`config.mk`:
```
export PLATFORM = sky130hd
export DESIGN_NAME = systolic_feeder_flat
export DESIGN_NICKNAME = d
export VERILOG_FILES = /design/src/rtl/systolic_feeder_if.sv /design/src/rtl/systolic_feeder.sv /design/src/flat_wrapper.sv
export SDC_FILE = /design/constraint.sdc
export NUM_CORES = 2
export LEC_CHECK = 0
export BUFFER_PORTS_ARGS = -buffer_cell sky130_fd_sc_hd__buf_4
export CAP_MARGIN = 25
export CORE_ASPECT_RATIO = 1.2
export CORE_UTILIZATION = 45
export CTS_CLUSTER_SIZE = 8
export DETAILED_ROUTE_END_ITERATION = 7
export SYNTH_ARGS = -nofsm -noshare
export SYNTH_HDL_FRONTEND = slang
export SYNTH_SLANG_ARGS = --single-unit
```
`constraint.sdc`:
```
create_clock -name clk -period 7.65 [get_ports clk]
set_clock_uncertainty 0.2 [all_clocks]
set_input_delay 0.3825 -clock clk [delete_from_list [all_inputs] [get_ports clk]]
set_output_delay 0.3825 -clock clk [all_outputs]
set_load 0.005 [all_outputs]
```
`src/rtl/systolic_feeder_if.sv`:
```
// Host load path and array-side stream bundle for systolic_feeder.
// master: host/array side; slave: the feeder itself.
interface systolic_feeder_if #(
  parameter int unsigned BITS_AB = 8,
  parameter int unsigned DIM     = 8
);
  localparam int unsigned IDX_W = $clog2(DIM);

  logic                      ld_en;
  logic                      ld_sel;
  logic [IDX_W-1:0]          ld_idx;
  logic signed [BITS_AB-1:0] ld_data [DIM];
  logic                      start;
  logic                      busy;
  logic                      done;
  logic                      en_out;
  logic signed [BITS_AB-1:0] A_out [DIM];
  logic signed [BITS_AB-1:0] B_out [DIM];

  modport master (
    output ld_en, ld_sel, ld_idx, ld_data, start,
    input  busy, done, en_out, A_out, B_out
  );

  modport slave (
    input  ld_en, ld_sel, ld_idx, ld_data, start,
    output busy, done, en_out, A_out, B_out
  );
endinterface

```
`src/rtl/systolic_feeder.sv`:
```
// Buffers one A and one B matrix and streams them diagonally skewed into a
// DIM x DIM systolic MAC array, holding the array enable for the full
// propagation window (3*DIM-2 cycles).
// Optional: define SYSTOLIC_FEEDER_AUTOCLR_EN to clear both buffers in the
// DONE cycle, so an un-reloaded repeat start streams zeros.
module systolic_feeder #(
  parameter int unsigned BITS_AB = 8,
  parameter int unsigned DIM     = 8
) (
  input logic             clk,
  input logic             rst_n,
  systolic_feeder_if.slave bus
);
  localparam int unsigned FEED_LEN = 3 * DIM - 2;
  localparam int unsigned LAST_T   = FEED_LEN - 1;
  localparam int unsigned CNT_W    = $clog2(3 * DIM - 1);

  typedef enum logic [1:0] {IDLE, FEED, DONE} state_t;

  state_t                    state;
  logic [CNT_W-1:0]          t;
  logic [CNT_W-1:0]          t_nxt;
  logic signed [BITS_AB-1:0] amem [DIM][DIM];
  logic signed [BITS_AB-1:0] bmem [DIM][DIM];
  logic signed [BITS_AB-1:0] a_nxt [DIM];
  logic signed [BITS_AB-1:0] b_nxt [DIM];
  logic signed [BITS_AB-1:0] a_q [DIM];
  logic signed [BITS_AB-1:0] b_q [DIM];
  logic                      busy_q;
  logic                      done_q;
  logic                      en_q;

  assign bus.busy   = busy_q;
  assign bus.done   = done_q;
  assign bus.en_out = en_q;
  assign bus.A_out  = a_q;
  assign bus.B_out  = b_q;

  // Skewed data for the feed cycle about to be presented: row i / column j
  // carry the element whose two indices sum to that cycle number.
  always_comb begin
    t_nxt = (state == FEED) ? t + CNT_W'(1) : '0;
    for (int i = 0; i < int'(DIM); i++) begin
      a_nxt[i] = '0;
      b_nxt[i] = '0;
    end
    for (int i = 0; i < int'(DIM); i++) begin
      for (int k = 0; k < int'(DIM); k++) begin
        if (int'(t_nxt) == i + k) begin
          a_nxt[i] = amem[i][k];
          b_nxt[i] = bmem[k][i];
        end
      end
    end
  end

  // Control FSM, buffers and registered outputs.
  always_ff @(posedge clk or negedge rst_n) begin
    if (!rst_n) begin
      state  <= IDLE;
      t      <= '0;
      busy_q <= 1'b0;
      done_q <= 1'b0;
      en_q   <= 1'b0;
      for (int i = 0; i < int'(DIM); i++) begin
        a_q[i] <= '0;
        b_q[i] <= '0;
        for (int k = 0; k < int'(DIM); k++) begin
          amem[i][k] <= '0;
          bmem[i][k] <= '0;
        end
      end
    end else begin
      case (state)
        IDLE: begin
          done_q <= 1'b0;
          if (bus.ld_en) begin
            // A load in the same cycle as start wins; start is dropped.
            for (int k = 0; k < int'(DIM); k++) begin
              if (bus.ld_sel) bmem[bus.ld_idx][k] <= bus.ld_data[k];
              else            amem[bus.ld_idx][k] <= bus.ld_data[k];
            end
          end else if (bus.start) begin
            state  <= FEED;
            t      <= '0;
            busy_q <= 1'b1;
            en_q   <= 1'b1;
            for (int i = 0; i < int'(DIM); i++) begin
              a_q[i] <= a_nxt[i];
              b_q[i] <= b_nxt[i];
            end
          end
        end
        FEED: begin
          if (t == CNT_W'(LAST_T)) begin
            state  <= DONE;
            busy_q <= 1'b0;
            en_q   <= 1'b0;
            done_q <= 1'b1;
            for (int i = 0; i < int'(DIM); i++) begin
              a_q[i] <= '0;
              b_q[i] <= '0;
            end
          end else begin
            t <= t_nxt;
            for (int i = 0; i < int'(DIM); i++) begin
              a_q[i] <= a_nxt[i];
              b_q[i] <= b_nxt[i];
            end
          end
        end
        DONE: begin
          done_q <= 1'b0;
          state  <= IDLE;
`ifdef SYSTOLIC_FEEDER_AUTOCLR_EN
          for (int i = 0; i < int'(DIM); i++) begin
            for (int k = 0; k < int'(DIM); k++) begin
              amem[i][k] <= '0;
              bmem[i][k] <= '0;
            end
          end
`endif
        end
        default: state <= IDLE;
      endcase
    end
  end
endmodule

```
`src/flat_wrapper.sv`:
```
// flat-port wrapper written by rule: the top's interface ports become plain ports
module systolic_feeder_flat 
#(
  parameter int unsigned BITS_AB = 8,
  parameter int unsigned DIM     = 8
)
  (clk, rst_n, bus_ld_en, bus_ld_sel, bus_ld_idx, bus_ld_data, bus_start, bus_busy, bus_done, bus_en_out, bus_A_out, bus_B_out);
  systolic_feeder_if #(.BITS_AB(BITS_AB), .DIM(DIM)) bus_i ();
  input logic clk;
  input logic rst_n;
  input wire logic [$bits(bus_i.ld_en)-1:0] bus_ld_en;
  input wire logic [$bits(bus_i.ld_sel)-1:0] bus_ld_sel;
  input wire logic [$bits(bus_i.ld_idx)-1:0] bus_ld_idx;
  input wire logic [$bits(bus_i.ld_data)-1:0] bus_ld_data;
  input wire logic [$bits(bus_i.start)-1:0] bus_start;
  output wire logic [$bits(bus_i.busy)-1:0] bus_busy;
  output wire logic [$bits(bus_i.done)-1:0] bus_done;
  output wire logic [$bits(bus_i.en_out)-1:0] bus_en_out;
  output wire logic [$bits(bus_i.A_out)-1:0] bus_A_out;
  output wire logic [$bits(bus_i.B_out)-1:0] bus_B_out;
  assign bus_i.ld_en = bus_ld_en;
  assign bus_i.ld_sel = bus_ld_sel;
  assign bus_i.ld_idx = bus_ld_idx;
  assign bus_i.ld_data = {>>{bus_ld_data}};
  assign bus_i.start = bus_start;
  assign bus_busy = bus_i.busy;
  assign bus_done = bus_i.done;
  assign bus_en_out = bus_i.en_out;
  assign bus_A_out = {>>{bus_i.A_out}};
  assign bus_B_out = {>>{bus_i.B_out}};
  systolic_feeder #(.BITS_AB(BITS_AB), .DIM(DIM)) u_core (.clk(clk), .rst_n(rst_n), .bus(bus_i));
endmodule
```
==> flow_metrics.py <==
metrics = {
    "cells_and_area": {
        "utilization_pct": 52.4,
        "fill_cells": 9687,
        "nNetsFinal": 4144,
        "synthToLayoutAreaGrowth_pct": 15.4,
        "drive_above_1_share_pct": 37.7,
    },
    "grt": {
        "grt_pass1_wl_um": 266000,
        "grt_usage_pct": 32.7,
        "overflow": 0,
        "antenna_found_initial": 31,
        "grt_pass1_vias": 36600,
        "grt_max_degree": 174,
    },
    "timing": {
        "period_share_pct": 60.4,
        "hold_viol": 0,
        "tns_ns": 0,
        "min_period_ns": 4.62,
        "rsz0062_at_grt": "no",
        "fmax_mhz": 217,
        "setup_viol": 0,
        "max_slew_margin_pct": 24.7,
        "slew_violations": 0,
        "worst_slew_pin_slew_ns": 1.13,
    },
    "clock_network": {
        "ctsHtreeMaxLevel": 4,
        "cts_buffers": 163,
        "clk_pin_slew_ns": 0.05,
        "clockRootBuffer": "clkbuf_16",
        "cts_max_path_buffers": 3,
        "clkSinkCount": 1161,
        "post_cts_buffers": 0,
        "cts_tree": "done",
        "clock_latency_ns": 0.78,
    },
    "synthesis": {
        "seq_area_frac_synth_pct": 57.5,
        "synth_nets": 4012,
        "ys_top_cells_by_area": "dfrtp_1, mux2_2, clkbuf_1, nand2_1, a22oi_1",
        "synth-simple-area-share_pct": 4.98,
        "synth_top_family_by_area": "multiplexers",
        "yosysMostFrequentCell": "dfrtp_1",
        "ys.flop_type": "dfrtp_1",
        "synth_mux_area_share_pct": 23.1,
        "synth_fa_ha_area_share_pct": 0.0495,
        "synth_async_sr_flop_share_pct": 100,
        "synth-seq-cells": 1161,
        "synthDistinctLibCells": 72,
        "synth_compound_area_share_pct": 11.4,
        "synth_common_cells": "dfrtp_1, mux2_2, clkbuf_1",
        "synth_top_area_share_pct": 57.5,
        "syn_avg_cell_area_um2": 12.8,
        "syn_inst": 3938,
        "synth_edf_count": 0,
        "yosysWarnings": 0,
        "synth_xor_area_share_pct": 0.0841,
        "yosys.area.top_type": "dfrtp_1",
        "syn_area_um2": 50600,
    },
    "outcome": {
        "violations": "DRC",
        "outcome": "complete, but fails checks",
    },
    "routing": {
        "routed_wl_um": 184000,
        "route.vias.total": 36500,
        "ant_nets": 0,
        "drt-pass1-iter-count": 8,
        "wl_per_cell_um": 32.9,
        "via_per_inst": 6.52,
        "drcViolationCount": 11,
        "drtIter0Drc": 4397,
    },
    "power_and_ir_drop": {
        "p_int_mw": 14.6,
        "leakagePower_nw": 27.7,
        "comb_power_share_pct": 33.0,
        "p_sw_share_pct": 36.7,
        "ir_drop_v": 0.000291,
        "power_frac_seq_pct": 38.9,
        "power_frac_clock_pct": 28.1,
        "power_density_nw_per_um2": 396,
        "switchingPower_mw": 8.47,
    },
    "critical_path": {
        "critPathMostFrequentCell": "buf_4",
        "critPathTopFamily": "buffers and inverters",
        "cp_slowest_cell": "ha_4",
        "worstPathCellList": "ha_4 -> buf_4 -> inv_1 -> nand3_1 -> buf_4 -> nand4_1 -> o21ai_0 -> a221o_1",
        "max_stage_delay_ns": 0.89,
        "cp-start-kind": "flop",
        "crit_path_end_kind": "flop",
        "cp.arrival_ns": 5.12,
        "criticalPathCategory": "reg -> reg",
        "path_max_fanout": 65,
        "path_buf_inv": 3,
        "cp.required_ns": 8.15,
    },
    "floorplan": {
        "ioPinCount": 203,
        "dieArea_um2": 114000,
        "die_w_um": 308,
        "die_y_um": 369,
        "start_util_pct": 45.4,
        "coreArea_um2": 111000,
        "row_count": 134,
    },
    "run": {
        "drv_cap": 0,
    },
    "placement": {
        "io_buffers": 202,
        "gp_congestion": 0.859,
        "hpwl_um": 106000,
    },
    "min_path": {
        "hp-class": "in -> async",
    },
}
-- power by group through the flow --
stage | logic [mW] | registers [mW] | clock network (mW)
after floorplan | 4.77 | 8.62 | 0
after global placement | 7.35 | 8.98 | 0
after detailed placement | 7.50 | 9.03 | 0
after CTS | 7.53 | 8.94 | 6.57
after global routing | 8.09 | 9.15 | 6.81
final | 7.63 | 8.99 | 6.50
-- cell usage in the layout, fill, tap and decap left out, types with 23 or more instances in the layout --
cell / netlist / routed
nor4_1: 33 / 32
dfrtp_1: 1161 / 1160
o221ai_1: 35 / 35
a221o_1: 48 / 48
a32oi_1: 34 / 34
a21oi_1: 145 / 145
clkbuf_16: 0 / 170
nand2_1: 221 / 215
dlygate4sd3_1: 0 / 44
nor3_1: 25 / 23
o22ai_1: 66 / 66
nor2_1: 152 / 138
mux2_2: 1030 / 1030
buf_4: 1 / 272
a222oi_1: 50 / 50
a221oi_1: 77 / 77
o21ai_0: 144 / 144
nand3_1: 32 / 28
a22oi_1: 104 / 104
-- cells by family after synthesis --
kind of cell / after synthesis
compound gates: 814
xor+xnor: 4
fa+ha+maj: 2
buf+inv: 374
flops: 1161
mux: 1037
simple gates: 546
-- metal layers --
metal	GRT usage [%]	up-vias	routed length, um
met3	5.82	457	14100
met2	52.0	1792	87500
met1	41.6	19400	71100
met5	0	-	68
li1	-	14900	-
met4	19.7	12	11300
-- flip-flops by register name, indices dropped and copies added, names as in the netlist --
| name | flops |
|---|---|
| u_core.amem | 512 |
| u_core.bmem | 512 |
| u_core.bus.A_out | 64 |
| u_core.bus.B_out | 64 |
| u_core.bus.busy | 1 |
| u_core.bus.done | 1 |
| u_core.state | 2 |
| u_core.t | 5 |
-- path summary, 6_finish.rpt --
kind | from | endpoint | slack, ns | depth (start not counted)
max | u_core.t[0]$_DFFE_PN0P_ | u_core.bus.A_out[57]$_DFFE_PN0P_ | 3.03 | 8
min | rst_n | u_core.bmem[68]$_DFFE_PN0P_ | 0.03 | 2
max reg2reg | u_core.t[0]$_DFFE_PN0P_ | u_core.bus.A_out[57]$_DFFE_PN0P_ | 3.03 | 8
min reg2reg | u_core.bus.B_out[2]$_DFFE_PN0P_ | u_core.bus.B_out[2]$_DFFE_PN0P_ | 0.28 | 2
max in group asynchronous | rst_n | u_core.bmem[430]$_DFFE_PN0P_ | 5.10 | 4
min in group clk | bus_ld_data[10] | u_core.amem[266]$_DFFE_PN0P_ | 0.03 | 2
-- area by class of cell --
cell class                 count  area (um2)  area share [%]
multi-input combinational   2403       20300            34.8
sequential                  1161       29100            49.8
tap                         1496        1870            3.21
antenna                       10        25.0          0.0429
timing repair buffer         325        2650            4.55
clock buffer                 172        4260            7.31
inverter                      16        60.1           0.103
clock inverter                 9         124           0.212
-- repair_timing --
| item | CTS | global route |
|---|---|---|
| hold endpoints to repair | 640 | 0 |
| hold buffers | 44 | 0 |
| gates resized for setup | 0 | 0 |
-- metrics by stage --
step / hold slack [ns] / power (mW) / area, um2 / setup slack (ns) / cells
2_1_floorplan: -0.113 / 13.4 / 50600 / 4.88 / 3938
3_3_place_gp: 0.265 / 16.3 / 53400 / 3.03 / 5354
3_5_place_dp: 0.271 / 16.5 / 53500 / 2.89 / 5356
4_1_cts: 0.00116 / 23.0 / 58300 / 2.90 / 5581
5_1_grt: 0.0122 / 24.1 / 58300 / 2.88 / 5584
6_report: 0.0256 / 23.1 / 58300 / 3.03 / 5592
Power figures use the tool's default switching activity.
